<file path="config.mk">
export PLATFORM = sky130hd
export DESIGN_NAME = acc_feeder_flat
export DESIGN_NICKNAME = d
export VERILOG_FILES = /design/src/rtl/acc_feeder_if.sv /design/src/rtl/acc_feeder.sv /design/src/flat_wrapper.sv
export SDC_FILE = /design/constraint.sdc
export NUM_CORES = 1
export LEC_CHECK = 0
export CORE_MARGIN = 5
export CORE_UTILIZATION = 59
export CTS_CLUSTER_DIAMETER = 100
export DETAILED_ROUTE_END_ITERATION = 12
export DONT_BUFFER_PORTS = 1
export PLACE_DENSITY_LB_ADDON = 0.08
export SYNTH_ARGS = -nofsm -noshare
export SYNTH_HDL_FRONTEND = slang
export SYNTH_SLANG_ARGS = --single-unit
</file>
<file path="constraint.sdc">
create_clock -name clk -period 3.5 [get_ports clk]
set_input_delay 0.7 -clock clk [delete_from_list [all_inputs] [get_ports clk]]
set_output_delay 0.7 -clock clk [all_outputs]
set_load 0.1 [all_outputs]
</file>
<file path="src/rtl/acc_feeder_if.sv">
// rtl/acc_feeder_if.sv - command, word stream and result signals of acc_feeder
// mismatch_o exists only when ACC_FEEDER_CHECK_EN is defined.
interface acc_feeder_if #(
   parameter int IN_DATA_WIDTH = 8,
   parameter int DWIDTH        = 16,
   parameter int CNT_WIDTH     = 8
);
   logic                     start_i;
   logic [CNT_WIDTH-1:0]     len_i;
   logic [IN_DATA_WIDTH-1:0] base_i;
   logic [IN_DATA_WIDTH-1:0] step_i;
   logic                     hold_i;
   logic                     acc_valid_i;
   logic [DWIDTH-1:0]        acc_result_i;
   logic [IN_DATA_WIDTH-1:0] number_o;
   logic                     valid_o;
   logic                     run_o;
   logic                     busy_o;
   logic                     done_o;
   logic                     timeout_o;
   logic [DWIDTH-1:0]        result_o;
`ifdef ACC_FEEDER_CHECK_EN
   logic                     mismatch_o;
`endif

   modport slave (
`ifdef ACC_FEEDER_CHECK_EN
      output mismatch_o,
`endif
      input  start_i, len_i, base_i, step_i, hold_i, acc_valid_i, acc_result_i,
      output number_o, valid_o, run_o, busy_o, done_o, timeout_o, result_o
   );

   modport master (
`ifdef ACC_FEEDER_CHECK_EN
      input  mismatch_o,
`endif
      output start_i, len_i, base_i, step_i, hold_i, acc_valid_i, acc_result_i,
      input  number_o, valid_o, run_o, busy_o, done_o, timeout_o, result_o
   );
endinterface

</file>
<file path="src/rtl/acc_feeder.sv">
// rtl/acc_feeder.sv - arithmetic word source and result collector for the accumulator core
// ACC_FEEDER_CHECK_EN adds an expected-sum register and the mismatch_o flag.
module acc_feeder #(
   parameter int IN_DATA_WIDTH = 8,
   parameter int DWIDTH        = 16,
   parameter int CNT_WIDTH     = 8,
   parameter int TIMEOUT       = 16
) (
   input logic        clk,
   input logic        reset,
   acc_feeder_if.slave bus
);
   localparam int TW = $clog2(TIMEOUT + 1);

   typedef enum logic [1:0] {IDLE, RUN, DRAIN, DONE} state_t;

   state_t                   state, state_n;
   logic [CNT_WIDTH-1:0]     len_q, len_n, k_q, k_n;
   logic [IN_DATA_WIDTH-1:0] step_q, step_n, nw_q, nw_n;
   logic [TW-1:0]            drain_q, drain_n;
   logic [DWIDTH-1:0]        cap_q, cap_n;
   logic                     to_q, to_n;
   logic [IN_DATA_WIDTH-1:0] number_q, number_n;
   logic                     valid_q, valid_n, run_q, run_n, busy_q, busy_n;
   logic                     done_q, done_n, timeout_q, timeout_n;
   logic [DWIDTH-1:0]        result_q, result_n;
`ifdef ACC_FEEDER_CHECK_EN
   logic [DWIDTH-1:0]        exp_q, exp_n;
   logic                     mismatch_q, mismatch_n;
`endif

   // Every output is a register loaded from the *_n values, so outputs trail the state by one edge.
   always_comb begin
      state_n   = state;
      len_n     = len_q;
      k_n       = k_q;
      step_n    = step_q;
      nw_n      = nw_q;
      drain_n   = drain_q;
      cap_n     = cap_q;
      to_n      = to_q;
      number_n  = number_q;
      valid_n   = 1'b0;
      run_n     = 1'b0;
      busy_n    = (state != IDLE);
      done_n    = 1'b0;
      timeout_n = timeout_q;
      result_n  = result_q;
`ifdef ACC_FEEDER_CHECK_EN
      exp_n      = exp_q;
      mismatch_n = mismatch_q;
`endif
      case (state)
         IDLE: begin
            if (bus.start_i && (bus.len_i != '0)) begin
               state_n   = RUN;
               len_n     = bus.len_i;
               step_n    = bus.step_i;
               nw_n      = bus.base_i;
               k_n       = '0;
               drain_n   = '0;
               to_n      = 1'b0;
               timeout_n = 1'b0;
`ifdef ACC_FEEDER_CHECK_EN
               exp_n      = '0;
               mismatch_n = 1'b0;
`endif
            end
         end
         RUN: begin
            run_n = 1'b1;
            if (!bus.hold_i) begin
               valid_n  = 1'b1;
               number_n = nw_q;
               nw_n     = nw_q + step_q;
               k_n      = k_q + CNT_WIDTH'(1);
`ifdef ACC_FEEDER_CHECK_EN
               exp_n    = exp_q + DWIDTH'(nw_q);
`endif
               if (k_q == len_q - CNT_WIDTH'(1))
                  state_n = DRAIN;
            end
         end
         DRAIN: begin
            run_n = 1'b1;
            if (bus.acc_valid_i) begin
               cap_n   = bus.acc_result_i;
               state_n = DONE;
            end else if (drain_q == TW'(TIMEOUT - 1)) begin
               to_n    = 1'b1;
               state_n = DONE;
            end else begin
               drain_n = drain_q + TW'(1);
            end
         end
         DONE: begin
            done_n  = 1'b1;
            state_n = IDLE;
            if (to_q) begin
               timeout_n = 1'b1;
            end else begin
               result_n = cap_q;
`ifdef ACC_FEEDER_CHECK_EN
               if (cap_q != exp_q)
                  mismatch_n = 1'b1;
`endif
            end
         end
         default: state_n = IDLE;
      endcase
   end

   always_ff @(posedge clk or posedge reset) begin
      if (reset) begin
         state     <= IDLE;
         len_q     <= '0;
         k_q       <= '0;
         step_q    <= '0;
         nw_q      <= '0;
         drain_q   <= '0;
         cap_q     <= '0;
         to_q      <= 1'b0;
         number_q  <= '0;
         valid_q   <= 1'b0;
         run_q     <= 1'b0;
         busy_q    <= 1'b0;
         done_q    <= 1'b0;
         timeout_q <= 1'b0;
         result_q  <= '0;
`ifdef ACC_FEEDER_CHECK_EN
         exp_q      <= '0;
         mismatch_q <= 1'b0;
`endif
      end else begin
         state     <= state_n;
         len_q     <= len_n;
         k_q       <= k_n;
         step_q    <= step_n;
         nw_q      <= nw_n;
         drain_q   <= drain_n;
         cap_q     <= cap_n;
         to_q      <= to_n;
         number_q  <= number_n;
         valid_q   <= valid_n;
         run_q     <= run_n;
         busy_q    <= busy_n;
         done_q    <= done_n;
         timeout_q <= timeout_n;
         result_q  <= result_n;
`ifdef ACC_FEEDER_CHECK_EN
         exp_q      <= exp_n;
         mismatch_q <= mismatch_n;
`endif
      end
   end

   assign bus.number_o  = number_q;
   assign bus.valid_o   = valid_q;
   assign bus.run_o     = run_q;
   assign bus.busy_o    = busy_q;
   assign bus.done_o    = done_q;
   assign bus.timeout_o = timeout_q;
   assign bus.result_o  = result_q;
`ifdef ACC_FEEDER_CHECK_EN
   assign bus.mismatch_o = mismatch_q;
`endif
endmodule
</file>
<file path="src/flat_wrapper.sv">
// flat-port wrapper written by rule: the top's interface ports become plain ports
module acc_feeder_flat 
#(
   parameter int IN_DATA_WIDTH = 8,
   parameter int DWIDTH        = 16,
   parameter int CNT_WIDTH     = 8,
   parameter int TIMEOUT       = 16
)
  (clk, reset, bus_start_i, bus_len_i, bus_base_i, bus_step_i, bus_hold_i, bus_acc_valid_i, bus_acc_result_i, bus_number_o, bus_valid_o, bus_run_o, bus_busy_o, bus_done_o, bus_timeout_o, bus_result_o);
  acc_feeder_if #(.IN_DATA_WIDTH(IN_DATA_WIDTH), .DWIDTH(DWIDTH), .CNT_WIDTH(CNT_WIDTH)) bus_i ();
  input logic clk;
  input logic reset;
  input wire logic [$bits(bus_i.start_i)-1:0] bus_start_i;
  input wire logic [$bits(bus_i.len_i)-1:0] bus_len_i;
  input wire logic [$bits(bus_i.base_i)-1:0] bus_base_i;
  input wire logic [$bits(bus_i.step_i)-1:0] bus_step_i;
  input wire logic [$bits(bus_i.hold_i)-1:0] bus_hold_i;
  input wire logic [$bits(bus_i.acc_valid_i)-1:0] bus_acc_valid_i;
  input wire logic [$bits(bus_i.acc_result_i)-1:0] bus_acc_result_i;
  output wire logic [$bits(bus_i.number_o)-1:0] bus_number_o;
  output wire logic [$bits(bus_i.valid_o)-1:0] bus_valid_o;
  output wire logic [$bits(bus_i.run_o)-1:0] bus_run_o;
  output wire logic [$bits(bus_i.busy_o)-1:0] bus_busy_o;
  output wire logic [$bits(bus_i.done_o)-1:0] bus_done_o;
  output wire logic [$bits(bus_i.timeout_o)-1:0] bus_timeout_o;
  output wire logic [$bits(bus_i.result_o)-1:0] bus_result_o;
  assign bus_i.start_i = bus_start_i;
  assign bus_i.len_i = bus_len_i;
  assign bus_i.base_i = bus_base_i;
  assign bus_i.step_i = bus_step_i;
  assign bus_i.hold_i = bus_hold_i;
  assign bus_i.acc_valid_i = bus_acc_valid_i;
  assign bus_i.acc_result_i = bus_acc_result_i;
  assign bus_number_o = bus_i.number_o;
  assign bus_valid_o = bus_i.valid_o;
  assign bus_run_o = bus_i.run_o;
  assign bus_busy_o = bus_i.busy_o;
  assign bus_done_o = bus_i.done_o;
  assign bus_timeout_o = bus_i.timeout_o;
  assign bus_result_o = bus_i.result_o;
  acc_feeder #(.IN_DATA_WIDTH(IN_DATA_WIDTH), .DWIDTH(DWIDTH), .CNT_WIDTH(CNT_WIDTH), .TIMEOUT(TIMEOUT)) u_core (.clk(clk), .reset(reset), .bus(bus_i));
endmodule
</file>
==> metrics.txt, run 1 <==
number of synthesized flops with an enable pin=0; Worst-Margin Slew=between 1 and 1.5 ns; Total Routing Usage GR=around a fifth; first-pass GRT wire length=13470 µm; Die W=~93 µm; drc violations=0; Post-synth top flop=dfrtp_1; crit-path max FO=14; Setup Skew=0.009743 ns; Max Cap Violations=0; Psw=just under 0.8 mW; PnR Total Power=about 2.3 mW; worst skew pair latency=approximately 0.36 ns; 1st-pass router iterations=4; Die ar.=about 8600 µm²; drt wl/cell=16.78 µm; share of the synthesized area in the top cell type=a little over half; Worst EP required=between 3 and 4 ns; top post-synthesis cells by area=dfrtp_1 53%, mux2_2 11%, nand2_1 6.0%; CTS H-Tree Depth=3; Max Freq=about 0.4 GHz; Post-CTS Repair Setup Buffers=0; syn_nets=430; Yosys warning count=0; clock sinks=85; Slew headroom=31.95%; worst r2r path cells=10; Tcrit/Tclk final=between 70% and 80%; WL final=approximately 7700 µm; reg2reg setup slack=roughly 1.0 ns; root buf cell=clkbuf_8; DRT iter0 DRCs=49; internal power=between 1 and 1.5 mW; Peak VDD IR=roughly 0.33 mV; crit end category=register; Vias per Instance=between 5 and 6; Ports=74; synth-to-layout area growth=7.499%; core box area=6719 µm²; cts repair resizes=0; GRT overflow=0; via count=2630; Placement Rows=30; #FFs+latches synth=85; synthesized cell area=between 4000 and 5000 µm²; Sw Ratio=between 30% and 40%; final hold vios=0; Filler cells=~560; endpoints failing setup=0; Synth Area per Inst=about 11 µm²; crit path DAT=around 2.7 ns; routability congestion estimate=about 0.76; Power Density=roughly 520 nW/µm²; Initial Util=60.09%; vias in the first global route=2760; Clk pwr share=around 30%; PortBufs=0; setup TNS=0 ns; kind of critical path=register to register; DRT antenna net count=0; Critical Path Start=u_core.state[1]; Final min period=between 2 and 2.5 ns; post-synthesis sequential area ratio=a little over half; Fin Hold WS=0.4362 ns; total CTS buffers=9; Inserted Diodes=0; Reg clk slew, reported paths=about 0.10 ns; initial antenna violation count=0; sequential power share=roughly 57%; Hold Crit Class=primary input to async pin; hpwl dp=approximately 5700 µm; largest net degree at the start of global routing=63; Final #Nets=437; CTS Buffer Depth=2; library cells used by synthesis=51; RSZ-0062 raised after global routing=false; CTS tree=done; FFs w/ async S/R, synth=100.0%; post-synth top area cell=dfrtp_1; leakage=2.204 nW; worst reg2reg startpoint=u_core.state[1]; Setup crit start kind=register; status=finished, final reports clean; Slew Limit Fails=0; Post-Syn Instances=between 300 and 400; Post-CTS Hold Buffers=0; Die Y=slightly above 90 µm; share of layout cells above drive strength 1=17.59%; Logic pwr share=a little over an eighth
[cells in the final DEF, fill, tap and decap left out, types with 2 or more instances in the layout]
cell type / instances
xnor2_1: 10
dfrtp_1: 85
nor2_1: 26
inv_8: 3
inv_1: 16
nor2b_1: 2
a31oi_1: 2
o211a_1: 2
nand4_1: 4
clkinv_4: 2
nand3_1: 2
a21oi_1: 8
ha_1: 15
mux2_2: 38
o21ai_0: 13
a32o_1: 2
nand2b_1: 8
xor2_1: 9
clkbuf_8: 9
buf_4: 6
or4_1: 3
o211ai_1: 2
o21ai_1: 3
nor3_1: 5
nand2_1: 65
nor3b_1: 3
and3_1: 3
mux2i_1: 7
o21a_1: 2
[power groups by stage]
| stage | sequential [mW] | clock [mW] | combinational, mW |
|---|---|---|---|
| final | 1.29 | 0.681 | 0.300 |
| after global routing | 1.31 | 0.755 | 0.343 |
| after CTS | 1.29 | 0.703 | 0.305 |
| after detailed placement | 1.31 | 0 | 0.303 |
| after global placement | 1.30 | 0 | 0.291 |
| after floorplan | 1.28 | 0 | 0.253 |
[sequential cells by signal, summed over array words and instances, names as in the netlist]
name                  count
u_core.bus.result_o      16
u_core.state              2
u_core.bus.number_o       8
u_core.to_q               1
u_core.cap_q             16
u_core.k_q                8
u_core.len_q              8
u_core.bus.done_o         1
u_core.bus.timeout_o      1
u_core.step_q             8
u_core.bus.run_o          1
u_core.nw_q               8
u_core.bus.valid_o        1
u_core.drain_q            5
u_core.bus.busy_o         1
[final cells by class]
type	count	area (µm²)	area share [%]
inverter	17	65.06	1.499
sequential	85	2127	49.01
clock buffer	9	123.9	2.854
timing repair buffer	6	45.04	1.038
multi-input combinational	257	1803	41.54
clock inverter	7	76.32	1.758
tap	80	100.1	2.306
[layer usage]
| layer | vias up | GRT usage [%] | share of wire, % |
|---|---|---|---|
| met1 | 1299 | 25.95 | 44 |
| li1 | 1279 | - | - |
| met5 | - | 0 | 0 |
| met3 | 8 | 6.824 | 5.7 |
| met4 | 0 | 5.861 | 1.2 |
| met2 | 44 | 31.84 | 49 |
[per-stage QoR]
step | setup slack (ns) | utilization, % | cells | instance area [µm²]
global placement | 1.074 | 61.62 | 445 | 4140
CTS | 0.9885 | 64.60 | 461 | 4340
detailed placement | 1.026 | 61.62 | 445 | 4140
global route | 0.8284 | 64.60 | 461 | 4340
finish | 1.005 | 64.60 | 461 | 4340
floorplan | 0.6065 | - | 369 | 4038
[cells in the mapped netlist (3+ instances only)]
library cell / number
a21oi_1: 8
and3_1: 3
clkbuf_1: 7
dfrtp_1: 85
ha_1: 15
inv_1: 17
mux2_2: 38
mux2i_1: 7
nand2_1: 65
nand2b_1: 8
nand4_1: 4
nor2_1: 26
nor3_1: 5
nor3b_1: 3
o21ai_0: 13
o21ai_1: 3
or4_1: 3
xnor2_1: 10
xor2_1: 9
[cells by family (layout without fill, tap and decap cells)]
group	after synthesis	in the layout	share of synthesized area, %
flops	85	85	52.68
simple gates	127	127	14.13
buf+inv	27	39	2.665
xor+xnor	19	19	4.121
mux	47	47	12.98
fa+ha+maj	16	16	5.144
compound gates	48	48	8.274
[path summary, 6_finish.rpt]
check,to
setup reg to reg,u_core.nw_q[7]
setup / recovery,u_core.nw_q[7]
hold reg to reg,u_core.bus.result_o[0]
max in group asynchronous,u_core.state[0]
hold / removal,u_core.bus.result_o[9]
min in group clk,u_core.bus.result_o[0]
[worst max-delay path, cell delays in order (launching register included)]
cell and delay (ns):
dfrtp_1 0.43, inv_1 0.10, ha_1 0.65, nand2b_1 0.11, buf_4 0.23, nand2_1 0.09
a21boi_1 0.17, buf_4 0.20, o311a_1 0.17, o21ai_1 0.05, o211a_1 0.17
Power figures use the tool's default switching activity.
==> run 2, diff against run 1 <==
==> constraint.sdc (replaced) <==
create_clock -name clk -period 2.44 [get_ports clk]
set_input_delay 0.488 -clock clk [delete_from_list [all_inputs] [get_ports clk]]
set_output_delay 0.488 -clock clk [all_outputs]
set_load 0.1 [all_outputs]
==> metrics.txt, run 2 (synthesized netlist as in run 1, its figures left out) <==
Max Freq=0.4572 GHz (+14%); via count=2689 (+2.2%); Peak VDD IR=0.4317 mV (+29%); Slew headroom=23.47% (-8.5 points); core box area=6719 µm² (unchanged); status=finished, final reports clean; most common cell after layout, fill and taps aside=dfrtp_1; CTS tree=done; root buf cell=clkbuf_8; vias in the first global route=2868 (+3.9%); crit path DAT=2.42 ns (-0.32 ns); drt wl/cell=16.13 µm (-3.9%); synth-to-layout area growth=13.11%; pre-CTS WS=0.2112 ns (-0.8149 ns); Placed Area=4358 µm² (+5.3%); Tcrit/Tclk final=89.63% (+18 points); Die ar.=8598 µm² (unchanged); Inserted Diodes=0 (unchanged); crit end category=register; hpwl dp=5773 µm (+1.3%); drc violations=0 (unchanged); Fin Hold WS=0.1296 ns (-0.3066 ns); leakage=2.341 nW (+6.2%); footprint of the multi-input gates=1803 µm² (unchanged); Final #Nets=464 (+6.2%); DRT antenna net count=0 (unchanged); setup ws final=0.2530 ns (-0.7516 ns); PnR Total Power=3.317 mW (+46%); placed cells=472 (+6.1%); setup TNS=0 ns (unchanged); Ports=74 (unchanged); largest net degree at the start of global routing=86 (+37%); register area=2127 µm² (unchanged); CTS H-Tree Depth=3 (unchanged); Post-CTS Hold Buffers=0 (unchanged); Hold Crit Class=primary input to async pin; RSZ-0062 raised after global routing=false; CTS Buffer Depth=2 (unchanged); Post-CTS Repair Setup Buffers=0 (unchanged); Filler cells=548 (-2.5%); Slew Limit Fails=0 (unchanged); Setup crit start kind=register; Vias per Instance=5.510 (-3.4%); share of layout cells above drive strength 1=23.04% (+5.5 points); Reg clk slew, reported paths=0.09 ns (about the same); Setup Skew=0.009458 ns (-0.0002849 ns); total CTS buffers=9 (unchanged); routability congestion estimate=0.7883 (+3.6%); 1st-pass router iterations=4 (unchanged); crit-path max FO=3 (-11); worst skew pair latency=0.34 ns (-0.02 ns); Die Y=92.73 µm (unchanged); WL final=7872 µm (+1.8%); fin cells=488 (+5.9%); Worst EP required=2.67 ns (-1.07 ns); Power Density=726.4 nW/µm² (+39%); kind of critical path=register to register; GRT overflow=0 (unchanged); Worst-Margin Slew=1.146 ns (+0.1261 ns); Final min period=2.187 ns (-0.3084 ns); PortBufs=0 (unchanged); most frequent cells in the layout=85 x dfrtp_1, 65 x nand2_1, 38 x mux2_2; Initial Util=60.09% (unchanged); cts repair resizes=0 (unchanged); clock sinks=85 (unchanged); endpoints failing setup=0 (unchanged); Die W=92.73 µm (unchanged); DRT iter0 DRCs=99 (+100%); first-pass GRT wire length=13840 µm (+2.8%); worst r2r path cells=7 (-3); Finished Cell Area=4567 µm² (+5.2%); Total Routing Usage GR=20.41% (+0.45 points); initial antenna violation count=0 (unchanged); Final Core Density=67.97% (+3.4 points); Placement Rows=30 (unchanged); final hold vios=0 (unchanged); Max Cap Violations=0 (unchanged)
## run 2: changes by cell type in the layout (fill, tap and decap cells not counted)
cell / delta
clkinv_8: -1
clkinvlp_4: +3
inv_8: -3
clkinv_2: -1
buf_4: +26
bufinv_16: +1
buf_12: +1
clkbuf_8: +1
## run 2: worst max-delay path, stage by stage, from the launching register on
cell and delay [ns]:
dfrtp_1 0.39, ha_1 0.29, a21oi_1 0.19, o21ai_0 0.14
a2111oi_0 0.62, o311a_1 0.27, o21ai_1 0.06, o211a_1 0.12
## run 2: where the power goes
part / total, mW / internal, mW / switching (mW)
registers: 1.81 / 1.52 / 0.293
clock network: 1.02 / 0.508 / 0.510
logic: 0.489 / 0.217 / 0.272
total: 3.32 / 2.24 / 1.08
## run 2: final timing paths
path	to	slack [ns]	startpoint
worst max-delay path	u_core.nw_q[7]	0.25	u_core.nw_q[1]
worst min-delay path	u_core.cap_q[12]	0.13	reset
worst max register to register	u_core.nw_q[7]	0.25	u_core.nw_q[1]
worst min register to register	u_core.bus.result_o[5]	0.47	u_core.cap_q[5]
max in group asynchronous	u_core.k_q[4]	1.97	reset
min in group clk	u_core.step_q[7]	0.28	bus_step_i[7]
## run 2: cell type report
cell class,count,area share [%]
Clock buffer,10,3.014
Timing Repair Buffer,33,5.699
Inverter,17,1.479
Multi-Input combinational cell,257,39.48
Sequential cell,85,46.58
Clock inverter,6,1.562
Tap cell,80,2.192
## run 2: metal layers
layer  wire length [µm]  track usage (%)  up-vias
met3                431            5.686        5
met5                  0                0        -
met2               3931            32.51       47
met4                 53            6.960        0
li1                   -                -     1332
met1               3455            26.99     1305
